--- src/rtl/mem_stage_ctrl.sv ---
// Memory-stage access controller: drives a req/ack data memory for loads/stores,
// stalls upstream while an access is outstanding and bubbles MEM2WB meanwhile.
`ifndef WIDTH
`define WIDTH 32
`endif

module mem_stage_ctrl #(
    parameter int WIDTH   = `WIDTH,
    parameter int TIMEOUT = 16
) (
    input  logic             clk,
    input  logic             rst,
    input  logic             regwrite_in,
    input  logic             memtoreg_in,
    input  logic             memread_in,
    input  logic             memwrite_in,
    input  logic [WIDTH-1:0] aluout_in,
    input  logic [WIDTH-1:0] writedata_in,
    input  logic [4:0]       regaddr_in,
    output logic             regwrite_mem,
    output logic             memtoreg_mem,
    output logic [WIDTH-1:0] readdata_mem,
    output logic [WIDTH-1:0] aluout_mem,
    output logic [4:0]       regaddr_mem,
    output logic             stall_mem,
    output logic             dmem_req,
    output logic             dmem_we,
    output logic [WIDTH-1:0] dmem_addr,
    output logic [WIDTH-1:0] dmem_wdata,
    input  logic [WIDTH-1:0] dmem_rdata,
    input  logic             dmem_ack,
    output logic             err_mem
);

    localparam int CW = $clog2(TIMEOUT);

    typedef enum logic [1:0] {S_IDLE, S_BUSY, S_DONE} state_t;

    state_t           r_state;
    logic             r_h_regwrite;
    logic             r_h_memtoreg;
    logic             r_h_we;
    logic [WIDTH-1:0] r_h_addr;
    logic [WIDTH-1:0] r_h_wdata;
    logic [4:0]       r_h_regaddr;
    logic [WIDTH-1:0] r_rdata_q;
    logic [CW-1:0]    r_cnt;
    logic             r_err;

    logic w_memop;
    assign w_memop = memread_in | memwrite_in;

    always_ff @(posedge clk or negedge rst) begin
        if (!rst) begin
            r_state      <= S_IDLE;
            r_h_regwrite <= 1'b0;
            r_h_memtoreg <= 1'b0;
            r_h_we       <= 1'b0;
            r_h_addr     <= '0;
            r_h_wdata    <= '0;
            r_h_regaddr  <= '0;
            r_rdata_q    <= '0;
            r_cnt        <= '0;
            r_err        <= 1'b0;
        end else begin
            case (r_state)
                S_IDLE: begin
                    if (w_memop) begin
                        r_h_regwrite <= regwrite_in;
                        // A simultaneous read+write is treated as a store: no load result.
                        r_h_memtoreg <= memtoreg_in & ~memwrite_in;
                        r_h_we       <= memwrite_in;
                        r_h_addr     <= aluout_in;
                        r_h_wdata    <= writedata_in;
                        r_h_regaddr  <= regaddr_in;
                        r_cnt        <= '0;
                        r_state      <= S_BUSY;
                    end
                end
                S_BUSY: begin
                    if (dmem_ack) begin
                        r_rdata_q <= r_h_we ? '0 : dmem_rdata;
                        r_state   <= S_DONE;
                    end else if (r_cnt == CW'(TIMEOUT - 1)) begin
                        r_rdata_q <= '0;
                        r_err     <= 1'b1;
                        r_state   <= S_DONE;
                    end else begin
                        r_cnt <= r_cnt + CW'(1);
                    end
                end
                S_DONE:  r_state <= S_IDLE;
                default: r_state <= S_IDLE;
            endcase
        end
    end

    // Reset gates every output, including the combinational pass-through path.
    always_comb begin
        regwrite_mem = 1'b0;
        memtoreg_mem = 1'b0;
        readdata_mem = '0;
        aluout_mem   = '0;
        regaddr_mem  = '0;
        stall_mem    = 1'b0;
        dmem_req     = 1'b0;
        dmem_we      = 1'b0;
        dmem_addr    = '0;
        dmem_wdata   = '0;
        if (rst) begin
            case (r_state)
                S_IDLE: begin
                    stall_mem = w_memop;
                    if (!w_memop) begin
                        regwrite_mem = regwrite_in;
                        memtoreg_mem = memtoreg_in;
                        aluout_mem   = aluout_in;
                        regaddr_mem  = regaddr_in;
                    end
                end
                S_BUSY: begin
                    stall_mem  = 1'b1;
                    dmem_req   = 1'b1;
                    dmem_we    = r_h_we;
                    dmem_addr  = r_h_addr;
                    dmem_wdata = r_h_wdata;
                end
                S_DONE: begin
                    readdata_mem = r_rdata_q;
                    aluout_mem   = r_h_addr;
                    regwrite_mem = r_h_regwrite;
                    memtoreg_mem = r_h_memtoreg;
                    regaddr_mem  = r_h_regaddr;
                end
                default: ;
            endcase
        end
    end

    assign err_mem = r_err & rst;

endmodule

--- config.mk ---
export PLATFORM = sky130hd
export DESIGN_NAME = mem_stage_ctrl
export DESIGN_NICKNAME = d
export VERILOG_FILES = /design/src/rtl/mem_stage_ctrl.sv
export SDC_FILE = /design/constraint.sdc
export NUM_CORES = 1
export LEC_CHECK = 0
export CAP_MARGIN = 20
export CORE_ASPECT_RATIO = 1.1
export CORE_MARGIN = 4
export CORE_UTILIZATION = 42
export DETAILED_ROUTE_END_ITERATION = 10
export PLACE_DENSITY = 0.84
export SYNTH_ARGS = -nofsm -noshare
export SYNTH_HDL_FRONTEND = slang
export SYNTH_SLANG_ARGS = --single-unit
--- constraint.sdc ---
create_clock -name clk -period 2 [get_ports clk]
set_input_delay 0.3 -clock clk [delete_from_list [all_inputs] [get_ports clk]]
set_output_delay 0.3 -clock clk [all_outputs]
set_load 0.05 [all_outputs]
==> metrics.cfg <==
[setup_path]
crit_type=register to primary output
reg2reg_to=r_rdata_q[7]
critical_path.startpoint=r_state[0]
slowest_delay_ps=450
path_buf_inv=3
path_cells=nor4_4 > buf_6 > clkbuf_16 > a22oi_1 > nor2_2 > buf_12
cp_top_family=buffers and inverters
endpoint=aluout_mem[3]
crit_arrival_ps=1910
cp-end-kind=primary output
r2r_cells=9
rrSetupSlack_ps=20
regToRegStartpoint=r_state[1]
cpMaxStageDelayCell=dfrtp_2
cp-start-kind=register
path_max_fanout=10
path_depth=6
critPathRequiredTime_ps=1700

[yosys]
synth_area_mm2=0.005415
synth.net_count=593
synth_top_cell_area_share_pct=51.29
ys.flop_type=dfrtp_1
ys_async_sr_fraction_pct=100.0
synth_compound_area_share_pct=12.27
ys_types=34
synth-simple-area-share_pct=16.98
synth_top_family_by_area=simple AND/OR/NAND/NOR gates
synth_mux_area_share_pct=14.76
ys_ff_latch=111
yosys_warnings=0
synthCells=484
yosysSeqAreaShare_pct=51.29
synthAdderAreaFrac_pct=0.2311
synthTopCellsByArea=dfrtp_1 (51%), mux2_2 (15%), and3_1 (11%), a22oi_1 (5.4%), a22o_1 (5.3%)
yosys.area.top_type=dfrtp_1
synthXorXnorAreaFrac_pct=0
synth_edf_count=0
avgSynthCellArea_um2=11.19

[floorplan]
num_rows=43
coreArea_mm2=0.01264
io_pins=247
die-width_um=116.3
die-area_mm2=0.01478
initial_core_util_pct=42.83
die_h_um=127.1

[pwr]
p_sw_w=0.005134
p_int_w=0.008301
pwr-share-seq_pct=32.1
combPwrFrac_pct=52.6
p_clk_share_pct=15.3
irDropWorstVdd_mv=0.7847
switching_share_pct=38.21
p_leak_nw=4.526
cellPowerDensity_mw_per_mm2=1220
total_power_w=0.01343

[sta]
relSlewSlack_pct=44.86
fmax_mhz=453.4
hold_violations=0
timing.final.crit_share_pct=110.3
min_period_ps=2205
setup_slack_ps=-205.3
rsz0062_at_grt=yes
max_slew.worst_pin.slew_ps=824.4
finalClockSkew_ps=12.37
setup_viol=117
maxSlewViolCount=0

[clocking]
htree_levels=3
clock-sinks=111
cts-root-buf=clkbuf_16
cts-buffers-inserted=9
cts_tree=yes
insertion_delay_ps=350
clk_pin_slew_worst_paths_ps=80
clock_path_buffers=2

[cells_and_area]
area_delta_synth_final_pct=103.4
multi_input_area_mm2=0.003015
drive_above_1_share_pct=55.27
nFillCells=537
diodes=0
final_util_pct=87.11
final_common_cell=buf_12
final_nets=853
fin_cells=906
final_area_mm2=0.01101
seqCellArea_mm2=0.002780
most-common-layout-cells=buf_12 (153), dfrtp_1 (109), clkdlybuf4s50_1 (105)

[placement]
gp_congestion=0.8906
dpl.hpwl_mm=13.48
portBuffers=246
dpl.cell_count=861
place_area_mm2=0.009751

[route]
vias=5533
ant_nets=0
drt-initial-drc-count=403
drc_errors=0
dr.pass1.iters=5
wire_per_inst_um=26.14
via_per_inst=6.107
wl_mm=23.69

[grt]
top_usage_layer=met2
grt-ovfl-total=0
antenna_found_initial=0
globalRouteMet2Util_pct=48.62
use_met3_pct=4.832
grt_pass1_vias=5636
use_met1_pct=32.28
grt_max_degree=71
grt_pass1_wl_mm=31.88
grt_usage_pct=27.65

[status]
status=complete, but fails checks
violations=setup timing

[job]
cap_violations=0

[worst_hold_path]
hold_path.class=primary input to async pin

-- synthesized netlist by cell type (2+ instances only) --
library cell and n:
a31oi_1 2, dfrtp_1 111, o21ai_0 4, mux2_2 71, inv_1 2, nand3_1 7, and2_1 2, buf_4 7
nor2b_1 2, nand4_1 2, clkbuf_1 31, nor2_1 41, a22o_1 33, and3_1 99, a22oi_1 39, nand2_1 2
buf_2 12
-- power by group through the flow --
stage          Clock [W]  Combinational, W  Sequential (W)
3_3_place_gp           0           0.00574         0.00399
4_1_cts          0.00206           0.00643         0.00411
5_1_grt          0.00219           0.00735         0.00440
2_1_floorplan          0           0.00341         0.00381
3_5_place_dp           0           0.00592         0.00409
6_report         0.00206           0.00706         0.00431
-- area by class of cell --
cell class | count | area share [%]
clock buffer | 11 | 2.113
multi-input combinational | 320 | 27.38
tap | 157 | 1.784
timing repair buffer | 300 | 42.44
sequential | 111 | 25.24
inverter | 2 | 0.06817
clock inverter | 5 | 0.9657
-- worst register-to-register path: cells and delay by family, from the launching register on --
kind | cells | cell delay, ps
buffers and inverters | 6 | 770
and+or+nand+nor | 2 | 520
DFF | 1 | 460
AOI/OAI and AO/OA | 1 | 180
-- flip-flops by register name, indices dropped and copies added, names as in the netlist --
register      flops
r_cnt             4
r_h_regwrite      1
r_h_regaddr       5
r_h_addr         32
r_h_we            1
r_err             1
r_h_wdata        32
r_state           2
r_rdata_q        32
r_h_memtoreg      1
-- how the worst min path moves through the flow --
stage / start / to / slack, ps / cells after the start
floorplan: rst / r_cnt[0] / 4 / 0
global placement: rst / r_h_addr[8] / 140 / 1
detailed placement: rst / r_h_addr[10] / 150 / 1
CTS: rst / r_h_we / 20 / 2
global route: rst / r_state[0] / 50 / 2
finish: rst / r_state[0] / 40 / 2
-- metal layers --
layer,wire length (um),vias to the layer above
li1,-,2311
met1,8354,2784
met2,12520,349
met3,1597,89
met4,1215,0
met5,0,-
-- cell families (layout without fill, tap and decap cells) --
group | count (synthesis) | in the layout
buf+inv | 53 | 318
mux | 71 | 71
flops | 111 | 111
fa+ha+maj | 1 | 1
compound gates | 85 | 85
simple gates | 163 | 163
-- through the flow --
step / hold WS (ps) / setup TNS [ps] / setup WS, ps
2_1_floorplan: 4.409 / -301.6 / -237.8
3_3_place_gp: 145.0 / 0 / 1.743
3_5_place_dp: 147.4 / -118.6 / -26.23
4_1_cts: 15.70 / -5565 / -121.3
5_1_grt: 51.40 / -21000 / -264.9
6_report: 43.76 / -13770 / -205.3
-- repair_timing --
| action | 4_1_cts | 5_1_grt |
|---|---|---|
| buffers inserted | 5 | 10 |
| gates cloned | 5 | 8 |
| pin swaps | 22 | 13 |
| resized for setup | 54 | 57 |
| hold endpoints to repair | 8 | 0 |
| setup endpoints to repair | 138 | 136 |
| hold buffers | 2 | 0 |
No activity file was read; power rests on OpenSTA's default activity.
